[src/rtl/uart_rx_pkg.sv]
// Shared UART receive definitions: divider defaults and FSM encoding.
package uart_rx_pkg;

  localparam int         DIV_WID_DEF = 9;
  localparam logic [8:0] DIV_CNT_DEF = 9'd433;

  typedef enum logic [2:0] {
    IDLE  = 3'd0,
    START = 3'd1,
    DATA  = 3'd2,
    STOP  = 3'd3,
    BREAK = 3'd4
  } rx_state_e;

  function automatic logic timed_state(input rx_state_e s);
    return (s == START) || (s == DATA) || (s == STOP);
  endfunction

endpackage

[src/rtl/uart_rx_sync.sv]
// Two-flop synchroniser for the async serial line plus falling-edge detect.
module uart_rx_sync (
  input  logic i_clk,
  input  logic i_rst,
  input  logic i_d,
  output logic o_q,
  output logic o_fall
);

  logic meta;
  logic rx_q;

  // Reset to 1 so an idle line never looks like a start edge.
  always_ff @(posedge i_clk) begin
    if (i_rst) begin
      meta <= 1'b1;
      o_q  <= 1'b1;
      rx_q <= 1'b1;
    end else begin
      meta <= i_d;
      o_q  <= meta;
      rx_q <= o_q;
    end
  end

  assign o_fall = rx_q & ~o_q;

endmodule

[src/rtl/uart_rx.sv]
// 8N1 UART receiver, LSB first, mid-bit sampling.
module uart_rx
  import uart_rx_pkg::*;
#(
  parameter int                 DIV_WID = DIV_WID_DEF,
  parameter logic [DIV_WID-1:0] DIV_CNT = DIV_WID'(DIV_CNT_DEF)
) (
  input  logic       i_clk,
  input  logic       i_rst,
  input  logic       i_uart_rx,
  output logic [7:0] o_data,
  output logic       o_valid,
  output logic       o_frame_err,
  output logic       o_busy
);

  localparam logic [DIV_WID-1:0] HALF_CNT = DIV_CNT >> 1;

  rx_state_e          state;
  logic [DIV_WID-1:0] div;
  logic [2:0]         bit_cnt;
  logic [7:0]         shift;
  logic               rx_s;
  logic               fall;
  logic               tick;

  uart_rx_sync u_sync (
    .i_clk  (i_clk),
    .i_rst  (i_rst),
    .i_d    (i_uart_rx),
    .o_q    (rx_s),
    .o_fall (fall)
  );

  assign tick   = timed_state(state) && (div == '0);
  assign o_busy = (state != IDLE);

  always_ff @(posedge i_clk) begin
    if (i_rst) begin
      state       <= IDLE;
      div         <= '0;
      bit_cnt     <= '0;
      shift       <= '0;
      o_data      <= '0;
      o_valid     <= 1'b0;
      o_frame_err <= 1'b0;
    end else begin
      o_valid     <= 1'b0;
      o_frame_err <= 1'b0;
      if (timed_state(state))
        div <= tick ? DIV_CNT : div - 1'b1;
      unique case (state)
        IDLE: begin
          if (fall) begin
            state <= START;
            div   <= HALF_CNT;
          end
        end
        START: begin
          if (tick) begin
            if (!rx_s) begin
              state   <= DATA;
              bit_cnt <= '0;
            end else begin
              state <= IDLE;
            end
          end
        end
        DATA: begin
          if (tick) begin
            shift   <= {rx_s, shift[7:1]};
            bit_cnt <= bit_cnt + 3'd1;
            if (bit_cnt == 3'd7)
              state <= STOP;
          end
        end
        STOP: begin
          if (tick) begin
            if (rx_s) begin
              o_data  <= shift;
              o_valid <= 1'b1;
              state   <= IDLE;
            end else begin
              o_frame_err <= 1'b1;
              state       <= BREAK;
            end
          end
        end
        BREAK: begin
          // A held-low line must go high before a new start is armed.
          if (rx_s)
            state <= IDLE;
        end
        default: state <= IDLE;
      endcase
    end
  end

endmodule

[config.mk]
export PLATFORM = sky130hd
export DESIGN_NAME = uart_rx
export DESIGN_NICKNAME = d
export VERILOG_FILES = /design/src/rtl/uart_rx_pkg.sv /design/src/rtl/uart_rx_sync.sv /design/src/rtl/uart_rx.sv
export SDC_FILE = /design/constraint.sdc
export NUM_CORES = 1
export LEC_CHECK = 0
export CAP_MARGIN = 5
export CORE_ASPECT_RATIO = 1.75
export CORE_UTILIZATION = 33
export CTS_CLUSTER_SIZE = 40
export DETAILED_ROUTE_END_ITERATION = 7
export HOLD_SLACK_MARGIN = 0.08
export PLACE_DENSITY = 0.46
export SYNTH_ARGS = -nofsm -noshare
export SYNTH_HDL_FRONTEND = slang
export SYNTH_SLANG_ARGS = --single-unit
[constraint.sdc]
create_clock -name i_clk -period 3.55 [get_ports i_clk]
set_input_delay 0.71 -clock i_clk [delete_from_list [all_inputs] [get_ports i_clk]]
set_output_delay 0.71 -clock i_clk [all_outputs]
set_load 0.005 [all_outputs]
Word-level counts from Yosys, hierarchy flattened
Cells that the tools add are included.
{"block": "totals", "ff_bits": 36, "output_inout_bits": 11, "word_cells": 59}
{"block": "op_classes", "n_addsub": 2, "eq_ne": 12, "n_mux": 19, "n_bitwise": 4, "n_reduce_logical": 12}
{"cell": "$mux W9", "n": 4}
{"cell": "$mux W3", "n": 10}
{"cell": "$pmux W3 S5", "n": 1}
{"cell": "$ne A2 B2 Y1 const B", "n": 5}
{"cell": "$logic_not A9 Y1", "n": 1}
{"cell": "$sub A9 B1 Y9 const B", "n": 1}
{"cell": "$eq A3 B2 Y1 const B", "n": 2}
{"cell": "$eq A3 B3 Y1 const B", "n": 2}
{"cell": "$pmux W3 S2", "n": 1}
{"cell": "$reduce_and A6 Y1", "n": 1}
{"cell": "$ne A2 B1 Y1 const B", "n": 2}
{"cell": "$reduce_and A4 Y1", "n": 1}
{"cell": "$add A3 B1 Y3 const B", "n": 1}
{"cell": "$eq A3 B1 Y1 const B", "n": 1}
{"cell": "$logic_not A3 Y1", "n": 1}
{"cell": "$not A1 Y1", "n": 3}
{"cell": "$reduce_and A3 Y1", "n": 1}
{"cell": "$reduce_bool A3 Y1", "n": 1}
{"cell": "$reduce_or A3 Y1", "n": 1}
{"cell": "$logic_or A1 B1 Y1", "n": 2}
{"cell": "$mux W1", "n": 2}
{"cell": "$mux W2", "n": 1}
{"cell": "$reduce_and A2 Y1", "n": 1}
{"cell": "$reduce_bool A2 Y1", "n": 1}
{"cell": "2 further kinds", "n": 2}

Logic depth before layout (Yosys ltp)
{"block": "depth", "ltp_word": 8, "mapped_depth": 7}

Modules after synthesis
Synthesis repeated with hierarchy kept, for this count alone.
{"block": "unflattened", "hier_cells": 171, "hier_area_um2": 1575.3}
{"module": "uart_rx", "n_inst": 1, "cells_each": 164, "area_per_inst_um2": 1490.2}
{"module": "uart_rx_sync", "n_inst": 1, "cells_each": 7, "area_per_inst_um2": 85.1}

Least setup slack after synthesis
No wires, ideal clock.
{"block": "synth_path", "path_type": "flip-flop to flip-flop", "start": "register div[0]", "end": "register o_data[0]", "setup_time_ns": 0.072, "arrival_ns": 1.625, "required_ns": 3.478, "slack_ns": 1.853, "path_stages_with_launch": 7, "n_path_buf": 0, "cell_sequence": "dfxtp_1 > inv_1 > ha_1 > nor3b_4 > nand4_4 > nor3_4 > mux2i_1"}
{"block": "synth_between", "elab_chain_cells": 3}
{"element": "start: declaration", "line_no": "uart_rx.sv:20", "source": "logic [DIV_WID-1:0] div;"}
{"element": "start signal: assignment", "line_no": "uart_rx.sv:51", "source": "div <= tick ? DIV_CNT : div - 1'b1;"}
{"element": "$logic_not A9 Y1", "line_no": "uart_rx.sv:35", "source": "assign tick = timed_state(state) && (div == '0);"}
{"element": "$logic_and A1 B1 Y1", "line_no": "uart_rx.sv:35"}
{"element": "$reduce_and A3 Y1 (no source line)"}
{"element": "end signal: assignment", "line_no": "uart_rx.sv:80", "source": "o_data <= shift;"}
{"element": "end: declaration", "line_no": "uart_rx.sv:11", "source": "output logic [7:0] o_data,"}
Every way passes these cells.
A chain may end at the register's enable or synchronous reset.

Final worst setup path
{"block": "layout_path", "start": "register state[2]", "end": "output port o_busy"}
{"block": "layout_between", "elab_chain_cells": 1}
{"element": "start: declaration", "line_no": "uart_rx.sv:19", "source": "rx_state_e state;"}
{"element": "start signal: assignment", "line_no": "uart_rx.sv:40", "source": "state <= IDLE;"}
{"element": "start signal: assignment", "line_no": "uart_rx.sv:55", "source": "state <= START;"}
{"element": "start signal: assignment", "line_no": "uart_rx.sv:62", "source": "state <= DATA;"}
{"element": "$reduce_bool A3 Y1", "line_no": "uart_rx.sv:36", "source": "assign o_busy = (state != IDLE);"}
{"element": "end: declaration", "line_no": "uart_rx.sv:14", "source": "output logic o_busy"}
Every way passes these cells.

==> metrics.yaml <==
global_routing:
  grt_overflow: 0
  grt_pass1_wl_mm: 5.82
  grt_max_degree: 30
  grt_pass1_vias: 1243
  antenna_found_initial: 0
  grt_util_all_layers_pct: 14.3
detailed_routing:
  top_layer_used: "met4"
  wl_met2_mm: 1.81
  drt-wirelength-per-cell_um: 14.5
  wirelength_mm: 3.37
  num_vias: 1191
  wl_met3_um: 82
  postRouteAntennaNets: 0
  dr.pass1.iters: 4
  avgViaCountPerCell: 5.13
  initialDrtViolationCount: 33
  route.detailed.drc: 0
  met1_length_mm: 1.40
setup_path:
  cp_slowest_cell: "clkdlybuf4s50_1"
  path_max_fanout: 12
  path_class: "reg2out"
  worst-path-buf-inv: 1
  crit_family: "buffers and inverters"
  cpPeakStageDelay_ns: 0.45
  worstPathArrival_ns: 1.56
  crit_path_end_kind: "primary output"
  path_cells: "or3_1 -> clkdlybuf4s50_1"
  crit_cells: 2
  reg2reg_depth: 5
  required_ns: 2.84
  crit_path_start_kind: "flip-flop"
power_and_ir_drop:
  power.switching_w: 0.000299
  comb_power_share_pct: 22.0
  power.internal_w: 0.000708
  ir_drop_mv: 0.271
  power_frac_clock_pct: 31.0
  leakagePower_nw: 0.709
  sw_frac_of_total_pct: 29.7
  power-per-cell-area_nw_per_um2: 529
  seqPwrFrac_pct: 46.9
timing:
  post-route-period-util_pct: 63.9
  tns_ns: 0
  timing.final.hold_violations: 0
  fmax_mhz: 441
  setup_viol: 0
  maxSlewHeadroom_pct: 56.9
  slew_viol_final: 0
  worst_slew_pin_slew_ns: 0.644
  finClkSkew_ns: 0.00468
  fin_crit_ns: 2.27
  rsz0062_at_grt: "false"
clock_network:
  cts_tree: "yes"
  clock_latency_ns: 0.29
  clock_sinks: 36
  postCtsResizedCells: 0
  hold_buffers: 0
  clockRootBuffer: "clkbuf_8"
  post_cts_buffers: 0
  cts_buffers: 5
  clk_pin_slew_ns: 0.07
  ctsLongestPathBuffers: 2
  htree_levels: 2
finish:
  n_fill_cell: 475
  layout_common_cells: "dfxtp_1 (36), nand2b_1 (21), mux2i_1 (17)"
  area_delta_synth_final_pct: 15.8
  seqCellArea_um2: 721
  multi_input_area_um2: 866
  final_nets: 186
  antennaDiodeCount: 0
  layout_commonest_cell: "dfxtp_1"
  fin_area_um2: 1900
  drive_above_1_share_pct: 9.44
yosys:
  synth_warnings: 0
  syn_avg_cell_area_um2: 9.79
  synth-seq-cells: 36
  synth_top_area_share_pct: 43.8
  syn_nets: 174
  ys_types: 40
  synth-edff-count: 0
  synth.cell_area_um2: 1640
  syn_inst: 168
  yosysTopAreaCell: "dfxtp_1"
  synth_seq_area_share_pct: 43.8
  synth_top_flop_cell: "dfxtp_1"
  async_reset_ff_share_pct: 0
  synthTopCellsByArea: "dfxtp_1 (44%), mux2i_1 (10%), nand2b_1 (8.0%)"
placed_design:
  place_area_um2: 1810
  gp_congestion: 0.789
  post-dp-hpwl_mm: 2.45
  port_buffers: 13
floorplan:
  num_io_pins: 14
  num_rows: 33
  core-area_um2: 4750
  die-width_um: 55.4
  die_y_um: 95.4
  fp.dieArea_um2: 5280
  start_util_pct: 34.6
status:
  status: "finished clean"
min_path:
  holdPathStages: 1
  hold_class: "reg2reg"
flow_run:
  max_cap_viol_count: 0
## state kept, by name, summed over array words and instances, names as in the netlist
signal and count:
u_sync.o_q 1, shift 8, o_data 8, state 3, o_valid 1, u_sync.meta 1, u_sync.rx_q 1, bit_cnt 3
o_frame_err 1, div 9
## worst register-to-register path, cell delays in order (launching register included)
cell and delay, ns:
dfxtp_1 0.35, inv_1 0.07, ha_1 0.16, nor3b_4 0.33
nand4_1 0.59, o32ai_1 0.52
## per-stage QoR
step           utilization (%)  std cells  worst slack (ns)  total power (W)  hold WS (ns)
2_1_floorplan                -        168              1.85         0.000656         0.389
3_3_place_gp              38.1        225              1.39         0.000705         0.398
3_5_place_dp              38.1        225              1.33         0.000704         0.408
4_1_cts                   40.1        232              1.28          0.00102         0.426
5_1_grt                   40.1        232              1.20          0.00106         0.450
6_report                  40.1        232              1.28          0.00101         0.422
## worst paths after layout
check                           slack, ns   startpoint          to
worst min register to register       0.42  u_sync.meta  u_sync.o_q
worst max register to register       1.40       div[0]  bit_cnt[2]
worst max-delay path                 1.28     state[2]      o_busy
worst min-delay path                 0.42  u_sync.meta  u_sync.o_q
## power groups by stage
stage          sequential, W  combinational (W)  clock [W]
2_1_floorplan       0.000468           0.000188          0
3_3_place_gp        0.000482           0.000223          0
3_5_place_dp        0.000482           0.000222          0
4_1_cts             0.000472           0.000224   0.000327
5_1_grt             0.000477           0.000245   0.000339
6_report            0.000472           0.000222   0.000313
## cell families after synthesis
logic type / count (synthesis) / share of synthesized area [%]
flops: 36 / 43.8
buf+inv: 14 / 3.50
simple gates: 69 / 27.9
fa+ha+maj: 3 / 2.28
mux: 17 / 10.3
compound gates: 25 / 9.97
xor+xnor: 4 / 2.13
## synthesized netlist by cell type (3+ instances only)
master / n
nand2b_1: 21
clkbuf_1: 5
nor2_1: 15
mux2i_1: 17
or2_2: 3
or3_1: 3
nand2_1: 5
a21oi_1: 10
dfxtp_1: 36
nor3_1: 3
buf_2: 4
inv_1: 5
ha_1: 3
## final cells by class
class | count | area share (%)
clock buffers | 7 | 5.06
well taps | 52 | 3.42
multi-input cells | 118 | 45.5
repair buffers | 14 | 7.23
inverters | 5 | 0.986
flip-flops and latches | 36 | 37.8
## layer usage
metal	track usage, %	vias up
met2	26.5	11
met4	8.33	0
li1	-	608
met1	14.6	565
met5	0	-
met3	3.12	7
No activity file was read; power rests on OpenSTA's default activity.
==> patch (same settings) <==
Register the output `o_busy`, without a reset; this adds one clock of latency there. The other outputs are not delayed to match.
--- a/src/rtl/uart_rx.sv
+++ b/src/rtl/uart_rx.sv
@@ -33,7 +33,9 @@
   );
 
   assign tick   = timed_state(state) && (div == '0);
-  assign o_busy = (state != IDLE);
+  always_ff @(posedge i_clk) begin
+    o_busy <= (state != IDLE);
+  end
 
   always_ff @(posedge i_clk) begin
     if (i_rst) begin
Check against the original RTL: not equivalent (a bounded check fails within 4 cycles, from zero or initial values and one cycle with i_rst high).
==> patch against the original RTL <==
  * Sequential cell count up 1
  * Cell area rose by 0.53%
  * Register-to-register slack worse by 0.06 ns
  * Worst hold slack is essentially flat
  * Synthesized area increased by 1.2%
  * Setup slack better by 0.055 ns
  * Wire length fell by 2.5%
  * Power fell by 0.38%
  * Via count grew 1.8%
  * Largest cell class unchanged
==> patch: results (changes against the original RTL) <==
Result of the run: complete, no violations (unchanged). The sequential share of the synthesized area came to 0.445 (was 0.438). The net count reported at finish came to 187 (was 186). The H-tree depth came out at 2 (unchanged).

Largest cells by area after synthesis: sky130_fd_sc_hd__dfxtp_1, sky130_fd_sc_hd__mux2i_1, sky130_fd_sc_hd__nand2b_1, sky130_fd_sc_hd__nor2_1, sky130_fd_sc_hd__a21oi_1 (unchanged). The gate family responsible for the most delay along the worst path is simple AND/OR/NAND/NOR gates (was buffers and inverters). The peak supply drop came to 0.000346 V (was 0.000271 V).

The overall global routing resource usage is 0.138 (was 0.143). The leakage power total is 0.711 nW (was 0.709 nW). The number of DRC markers after the initial detailed-route iteration was 37 (was 33).

The switching portion of total power came to 0.299 (was 0.297). The critical path data arrival time is 2.40 ns (was 1.56 ns). The slew at the pin with the worst max-slew slack came to 0.731 ns (was 0.644 ns). The HPWL reported at the end of detailed placement is 2.43 mm (was 2.45 mm). The average routed wire per standard cell is 14.1 um (was 14.5 um). The largest register by flop count is div (unchanged). The number of nets in the synthesized netlist came to 175 (was 174). The ratio of cells with drive above 1 in the final layout came out at 0.0884 (was 0.0944). The largest incremental delay on the critical path is 0.62 ns (was 0.45 ns). The number of antenna repair diodes came to 0 (unchanged). The critical-path cell with the highest stage delay is sky130_fd_sc_hd__nand4_1 (was sky130_fd_sc_hd__clkdlybuf4s50_1). The number of buffers added by the clock tree synthesis step is 5 (unchanged).

The maximum fanout count along the critical path came out at 11 (was 12). The share of synthesized flip-flops with an asynchronous set or reset came out at 0 (unchanged). Most frequent cells after synthesis: sky130_fd_sc_hd__dfxtp_1, sky130_fd_sc_hd__nand2b_1, sky130_fd_sc_hd__mux2i_1, sky130_fd_sc_hd__nor2_1, sky130_fd_sc_hd__a21oi_1 (unchanged). The leading register cell type out of synthesis was sky130_fd_sc_hd__dfxtp_1 (unchanged). The number of buffers added for setup after CTS came to 0 (unchanged). The final RePlAce weighted congestion came out at 0.718 (was 0.789). The post-synthesis xor/xnor area fraction came to 0.0211 (was 0.0213).

The final setup skew is 0.00506 ns (was 0.00468 ns). The adder-cell area share of the yosys netlist was 0.0226 (was 0.0228). The first-pass GRT wire length came out at 5.66 mm (was 5.82 mm).

The total of fill cells in the finished design came to 474 (was 475). The detailed-routing iteration count for the pre-antenna-repair pass came out at 4 (unchanged). The number of buffers between clock root and the deepest sink came out at 2 (unchanged). The area fraction in compound gates after synthesis is 0.0985 (was 0.0997).

The vias after detailed routing is 1213 (was 1191). The largest net degree at the start of global routing is 25 (was 30). The mean area per synthesized cell came out at 9.85 um2 (was 9.79 um2).

The number of placed instances, taps included came out at 226 (was 225). The count of input and output buffers came out at 13 (unchanged). The wire length after detailed routing was 3.29 mm (was 3.37 mm).

The count of different cell masters after synthesis was 40 (unchanged). The class of the most critical hold timing path was reg -> reg (unchanged). The multiplexer share of the synthesized area was 0.102 (was 0.104).
-- patch: worst reg2reg max path: stages (launching register included) --
cell and delay (ns):
sky130_fd_sc_hd__dfxtp_1 0.35, sky130_fd_sc_hd__inv_1 0.07, sky130_fd_sc_hd__ha_1 0.16, sky130_fd_sc_hd__nor3b_4 0.35
sky130_fd_sc_hd__nand4_1 0.62, sky130_fd_sc_hd__nor2b_1 0.35, sky130_fd_sc_hd__a211oi_1 0.20
-- patch: cell type report --
cell class / instances / area share
multi-input combinational: 118 / 0.452
sequential: 37 / 0.387
timing repair buffer: 14 / 0.0719
clock buffer: 7 / 0.0451
tap: 52 / 0.0340
inverter: 5 / 0.00980
-- patch: layer usage --
metal  track usage  share of wire  up-vias  wire length (um)
li1              -              -      615                 -
met1         0.136           0.40      574              1320
met2         0.262           0.55       17              1820
met3        0.0282          0.019        7                64
met4        0.0854          0.026        0                85
met5             0              0        -                 0
-- patch: worst paths after layout --
path	endpoint	slack, ns	cells after the start	from
worst max-delay path	bit_cnt[0]	1.34	6	div[0]
worst min-delay path	u_sync.o_q	0.42	1	u_sync.meta
worst max register to register	bit_cnt[0]	1.34	6	div[0]
worst min register to register	u_sync.o_q	0.42	1	u_sync.meta
-- patch: cell families after synthesis --
family	count (synthesis)
AND/OR/NAND/NOR	69
buffers and inverters	14
adder cells (fa/ha/maj)	3
multiplexers	17
AO/OA/AOI/OAI	25
XOR/XNOR	4
flip-flops	37
-- patch: power groups by stage --
stage	sequential (W)	combinational (W)	clock (W)
after floorplan	0.000483	0.000188	0
after global placement	0.000496	0.000222	0
after detailed placement	0.000497	0.000222	0
after CTS	0.000487	0.000223	0.000309
after global routing	0.000493	0.000243	0.000325
final	0.000487	0.000222	0.000294
-- patch: metrics by stage --
| stage | power (W) | worst slack, ns | instance area [um2] |
|---|---|---|---|
| 2_1_floorplan | 0.000670 | 1.85 | 1660 |
| 3_3_place_gp | 0.000717 | 1.26 | 1830 |
| 3_5_place_dp | 0.000719 | 1.19 | 1830 |
| 4_1_cts | 0.00102 | 1.25 | 1910 |
| 5_1_grt | 0.00106 | 1.13 | 1910 |
| 6_report | 0.00100 | 1.34 | 1910 |
